`src/rtl/servo_pkg.sv`:
```
// rtl/servo_pkg.sv - shared constants, selector and state encodings for the servo PWM generator
package servo_pkg;

    localparam int default_period_c   = 1_000_000;
    localparam int default_duty_0_c   = 24999;
    localparam int default_duty_90_c  = 74999;
    localparam int default_duty_180_c = 124999;
    localparam int default_debounce_c = 500_000;

    localparam int data_length_p = 17;
    localparam int per_width_c   = 20;

    typedef enum logic [1:0] {
        SEL_OFF = 2'b00,
        SEL_0   = 2'b01,
        SEL_90  = 2'b10,
        SEL_180 = 2'b11
    } sel_e;

    typedef enum logic {
        ST_OFF = 1'b0,
        ST_RUN = 1'b1
    } state_e;

endpackage

```
`src/rtl/sel_debounce.sv`:
```
// rtl/sel_debounce.sv - two-flop synchroniser and stability debouncer for the angle selector
module sel_debounce
    import servo_pkg::*;
#(
    parameter int width_p    = 2,
    parameter int debounce_p = default_debounce_c
) (
    input  logic               Clk_i,
    input  logic               Reset_i,
    input  logic [width_p-1:0] Sel_i,
    output logic [width_p-1:0] Stable_o
);

    localparam int                 cnt_w_c   = (debounce_p > 1) ? $clog2(debounce_p) : 1;
    localparam logic [cnt_w_c-1:0] cnt_max_c = cnt_w_c'(debounce_p - 1);

    logic [width_p-1:0] meta_r;
    logic [width_p-1:0] sync_sel;
    logic [width_p-1:0] cand_r;
    logic [width_p-1:0] stable_sel_r;
    logic [cnt_w_c-1:0] cnt_r;

    // bring the raw selector into the clock domain
    always_ff @(posedge Clk_i or posedge Reset_i) begin
        if (Reset_i) begin
            meta_r   <= '0;
            sync_sel <= '0;
        end else begin
            meta_r   <= Sel_i;
            sync_sel <= meta_r;
        end
    end

    // accept a candidate only after it has held for debounce_p cycles
    always_ff @(posedge Clk_i or posedge Reset_i) begin
        if (Reset_i) begin
            cand_r       <= '0;
            cnt_r        <= '0;
            stable_sel_r <= '0;
        end else if (sync_sel != cand_r) begin
            cand_r <= sync_sel;
            cnt_r  <= '0;
        end else if (cand_r != stable_sel_r) begin
            if (cnt_r == cnt_max_c) begin
                stable_sel_r <= cand_r;
                cnt_r        <= '0;
            end else begin
                cnt_r <= cnt_r + 1'b1;
            end
        end else begin
            cnt_r <= '0;
        end
    end

    assign Stable_o = stable_sel_r;

endmodule

```
`src/rtl/servo_pwm_gen.sv`:
```
// rtl/servo_pwm_gen.sv - 50 Hz servo PWM with period-aligned duty updates and reporter handoff
module servo_pwm_gen
    import servo_pkg::*;
#(
    parameter int period_p   = default_period_c,
    parameter int duty_0_p   = default_duty_0_c,
    parameter int duty_90_p  = default_duty_90_c,
    parameter int duty_180_p = default_duty_180_c,
    parameter int debounce_p = default_debounce_c
) (
    input  logic                     Clk_i,
    input  logic                     Reset_i,
    input  logic [1:0]               Sel_i,
    output logic                     Pwm_o,
    output logic [data_length_p-1:0] Data_o,
    output logic                     Enable_o
);

    // compare is done at the wider of the two operands so no bits are dropped
    localparam int cmp_w_c = (data_length_p > per_width_c) ? data_length_p : per_width_c;

    localparam logic [data_length_p-1:0] duty_0_c   = data_length_p'(duty_0_p);
    localparam logic [data_length_p-1:0] duty_90_c  = data_length_p'(duty_90_p);
    localparam logic [data_length_p-1:0] duty_180_c = data_length_p'(duty_180_p);
    localparam logic [per_width_c-1:0]   wrap_c     = per_width_c'(period_p - 1);

    logic [1:0]               stable_sel;
    logic [data_length_p-1:0] sel_duty;
    logic [data_length_p-1:0] duty_r;
    logic [per_width_c-1:0]   per_r;
    logic [cmp_w_c-1:0]       per_ext;
    logic [cmp_w_c-1:0]       duty_ext;
    logic                     wrap;
    logic                     pwm_r;
    logic                     enable_r;
    state_e                   state_r;

    sel_debounce #(
        .width_p    (2),
        .debounce_p (debounce_p)
    ) u_sel_debounce (
        .Clk_i    (Clk_i),
        .Reset_i  (Reset_i),
        .Sel_i    (Sel_i),
        .Stable_o (stable_sel)
    );

    // map the accepted selector to its compare value; off selects zero
    always_comb begin
        sel_duty = '0;
        case (stable_sel)
            SEL_0:   sel_duty = duty_0_c;
            SEL_90:  sel_duty = duty_90_c;
            SEL_180: sel_duty = duty_180_c;
            default: sel_duty = '0;
        endcase
    end

    assign per_ext  = cmp_w_c'(per_r);
    assign duty_ext = cmp_w_c'(duty_r);
    assign wrap     = (per_r == wrap_c);

    // OFF/RUN sequencing, period counter and registered pulse; duty only moves at wrap
    always_ff @(posedge Clk_i or posedge Reset_i) begin
        if (Reset_i) begin
            state_r  <= ST_OFF;
            per_r    <= '0;
            duty_r   <= '0;
            pwm_r    <= 1'b0;
            enable_r <= 1'b0;
        end else begin
            case (state_r)
                ST_OFF: begin
                    per_r <= '0;
                    pwm_r <= 1'b0;
                    if (stable_sel != SEL_OFF) begin
                        duty_r   <= sel_duty;
                        enable_r <= 1'b1;
                        state_r  <= ST_RUN;
                    end
                end
                ST_RUN: begin
                    pwm_r <= (per_ext <= duty_ext);
                    if (wrap) begin
                        per_r <= '0;
                        if (stable_sel == SEL_OFF) begin
                            duty_r   <= '0;
                            enable_r <= 1'b0;
                            state_r  <= ST_OFF;
                        end else begin
                            duty_r <= sel_duty;
                        end
                    end else begin
                        per_r <= per_r + 1'b1;
                    end
                end
                default: state_r <= ST_OFF;
            endcase
        end
    end

    assign Pwm_o    = pwm_r;
    assign Data_o   = duty_r;
    assign Enable_o = enable_r;

endmodule

```
`config.mk`:
```
export PLATFORM = sky130hd
export DESIGN_NAME = servo_pwm_gen
export DESIGN_NICKNAME = d
export VERILOG_FILES = /design/src/rtl/servo_pkg.sv /design/src/rtl/sel_debounce.sv /design/src/rtl/servo_pwm_gen.sv
export SDC_FILE = /design/constraint.sdc
export NUM_CORES = 1
export LEC_CHECK = 0
export CORE_MARGIN = 10
export CORE_UTILIZATION = 42
export DETAILED_ROUTE_END_ITERATION = 8
export PLACE_DENSITY_LB_ADDON = 0.25
export RECOVER_POWER = 50
export SLEW_MARGIN = 20
export SYNTH_ARGS = -nofsm -noshare
export SYNTH_HDL_FRONTEND = slang
export SYNTH_SLANG_ARGS = --single-unit
```
`constraint.sdc`:
```
create_clock -name Clk_i -period 2.3 [get_ports Clk_i]
set_clock_uncertainty 0.2 [all_clocks]
set_input_delay 0.345 -clock Clk_i [delete_from_list [all_inputs] [get_ports Clk_i]]
set_output_delay 0.345 -clock Clk_i [all_outputs]
set_load 0.005 [all_outputs]
```
==> summary.md <==
| Metric | Value |
|---|---|
| Detailed placer's ending HPWL | `4.46 mm` |
| Clock Latency Late Sink | `0.35 ns` |
| Final Net Count | `361` |
| Leading post-synthesis cells by instance count | `57 x dfrtp_1, 52 x nor2_1, 27 x nand2_1, 23 x xor2_1, 21 x ha_1` |
| Synthesized area per cell | `9.95 um^2` |
| Pin count of the biggest net entering global routing | `29` |
| Upper clock frequency limit | `478 MHz` |
| Most used flip-flop cell after synthesis | `dfrtp_1` |
| Most common cell in the netlist | `dfrtp_1` |
| 1st-pass router iterations | `4` |
| Antenna Diode Count | `0` |
| CP arrival | `2.12 ns` |
| Initial Utilization | `42.6%` |
| Total global routing track utilization | `11.7%` |
| Y dimension of the die | `105 um` |
| Sum Neg Setup Slack | `0 ns` |
| Number of setup violations in the final report | `0` |
| Distinct cell type count after synthesis | `43` |
| Worst max-slew margin expressed relative to the limit | `54.1%` |
| Average wire per standard cell | `13.6 um` |
| Total vias in the final route | `2134` |
| Std-Cell Rows | `31` |
| PD cells | `539 mW/mm^2` |
| TritonCTS Buffers | `9` |
| Placer's final routability congestion estimate | `0.838` |
| Post-layout total power | `1910 uW` |
| Overall die area | `0.0111 mm^2` |
| Overflow left after global routing | `0` |
| CTS tree | `yes` |
| Clock root buffer | `clkbuf_8` |
| Critical setup path kind | `flip-flop to flip-flop` |
| Clock input transition at the sequential cells of the worst setup and hold paths | `0.07 ns` |
| Area share of the largest cell type after synthesis | `46.7%` |
| Port bufs | `19` |
| Post-synthesis instance total | `307` |
| Number of primary I/O pins | `23` |
| Count of flip-flops with a built-in enable after synthesis | `0` |
| Core footprint | `0.00718 mm^2` |
| Number of max-cap violations | `0` |
| Fraction of layout cells with a size suffix above 1 | `9.97%` |
| Placed cell count | `423` |
| Initial DRC Count | `54` |
| Antenna violations before repair | `0` |
| Maximum level of the CTS H-tree | `3` |
| Synth Warn # | `0` |
| Maximum number of buffers from clock root to sink | `2` |
| Kind of start point of the critical path | `flip-flop` |
| Horizontal die dimension | `105 um` |
| Clock sink total | `57` |
| Via count of the first global-routing pass | `2162` |
| Leakage power figure | `0.00154 uW` |
| Worst vdd rail ir drop | `0.000413 V` |
| Nature of the critical path endpoint | `flip-flop` |
| Detail Route Antenna Nets | `0` |
| Status | `completed` |
| Post-synthesis cell type with the largest combined area | `dfrtp_1` |
| Class of the worst hold path | `flip-flop to flip-flop` |
| Total detailed-routing wirelength | `6.00 mm` |
| Largest fanout on the critical path | `7` |
| Synth area leaders | `dfrtp_1 47%, ha_1 8.6%, xor2_1 6.6%` |
| Global-route wire length before repair | `10.5 mm` |
| Register bit total from synthesis | `57` |
| Number of DRC violations after detailed routing | `0` |
| Synthesis-to-finish area growth | `16.1%` |
| Min Tclk post-route | `2.09 ns` |
| Slew of the pin with the lowest slew margin | `0.689 ns` |
| Count of final hold-check violations | `0` |
| Routed vias/inst | `4.85` |
| Share of flip-flops with an asynchronous set or reset after synthesis | `100%` |
| Final max-slew violation count | `0` |
| Unrepaired setup endpoints after global routing | `no` |
| Critical path required time | `2.33 ns` |
| Seq/Total Area, Yosys | `46.7%` |
| Post-Layout Cell Count | `440` |
| Post-synthesis cell area | `0.00305 mm^2` |
| Final period utilization | `91.0%` |
## cells in the final DEF (no fill, tap or decap), types with 6 or more instances in the layout
master           synthesis  routed
xnor2_1                 16      16
and3_1                   6       6
clkbuf_8                 0       9
xor2_1                  23      23
nand4_1                  7       7
nand2_1                 27      27
inv_1                   18      18
dfrtp_1                 57      57
ha_1                    21      21
nor2_1                  52      52
clkdlybuf4s50_1          0      16
buf_4                   11      10
nand3_1                 14      14
## sequential cells by signal, summed over array words and instances, names as in the netlist
register and count:
per_ext 20, u_sel_debounce.cnt_r 19, Data_o 7, u_sel_debounce.Stable_o 2, u_sel_debounce.cand_r 2, u_sel_debounce.meta_r 2
u_sel_debounce.sync_sel 2, Enable_o 1, Pwm_o 1, state_r 1
## cell type report
| cell class | count | area (um^2) |
|---|---|---|
| clock buffers | 9 | 124 |
| well taps | 99 | 124 |
| multi-input cells | 218 | 1460 |
| flip-flops and latches | 57 | 1430 |
| fillers | 684 | 3630 |
| clock inverters | 7 | 55.1 |
| repair buffers | 32 | 285 |
| inverters | 18 | 67.6 |
## metal layers
| layer | GRT usage, % | routed length (um) |
|---|---|---|
| met1 | 13.4 | 2740 |
| met2 | 19.5 | 2960 |
| met3 | 4.20 | 202 |
| met4 | 4.90 | 106 |
| met5 | 0 | 0 |
## worst paths after layout
path | slack [ns] | endpoint | from | cells past startpoint
min in group asynchronous | 0.68 | u_sel_debounce.sync_sel[1] | Reset_i | 3
min | 0.15 | u_sel_debounce.sync_sel[1] | u_sel_debounce.meta_r[1] | 0
max reg2reg | 0.21 | Data_o[10] | per_ext[10] | 5
max in group asynchronous | 0.30 | per_ext[6] | Reset_i | 4
min reg2reg | 0.15 | u_sel_debounce.sync_sel[1] | u_sel_debounce.meta_r[1] | 0
max | 0.21 | Data_o[10] | per_ext[10] | 5
## timing repair
| item | 4_1_cts | 5_1_grt |
|---|---|---|
| setup buffers | 0 | 0 |
| gates resized for setup | 0 | 1 |
| hold buffers | 1 | 0 |
| setup endpoints to repair | 0 | 1 |
| endpoints found under the hold margin | 4 | 0 |
## where the power goes
group | internal [uW] | total [uW] | switching, uW | leakage, uW
Sequential | 1010 | 1010 | 4.89 | 0.000782
Clock | 398 | 845 | 446 | 0.0000862
Combinational | 15.6 | 50.4 | 34.8 | 0.000674
## worst max-delay path, cell delays in order (launching register included)
cell and delay (ns):
dfrtp_1 0.46, nor4_1 0.33, nand2_1 0.19, o31ai_4 0.27, o21ai_2 0.17, mux2_1 0.34
## metrics by stage
stage / cell area (um^2) / hold WS [ns] / worst slack, ns / utilization (%)
CTS: 3540 / 0.156 / 0.143 / 49.4
detailed placement: 3360 / 0.138 / 0.176 / 46.8
global route: 3550 / 0.165 / 0.0981 / 49.4
finish: 3550 / 0.152 / 0.207 / 49.4
global placement: 3360 / 0.135 / 0.213 / 46.8
floorplan: 3060 / 0.131 / 0.327 / -
## logic make-up after synthesis
kind of cell | after synthesis | share of synthesized area, %
adder cells (fa/ha/maj) | 21 | 8.60
flip-flops | 57 | 46.7
AND/OR/NAND/NOR | 130 | 20.7
XOR/XNOR | 39 | 11.2
AO/OA/AOI/OAI | 20 | 5.08
other | 1 | 0.123
multiplexers | 5 | 1.80
buffers and inverters | 34 | 5.82
Note: power is estimated with default switching activity, not from simulation.
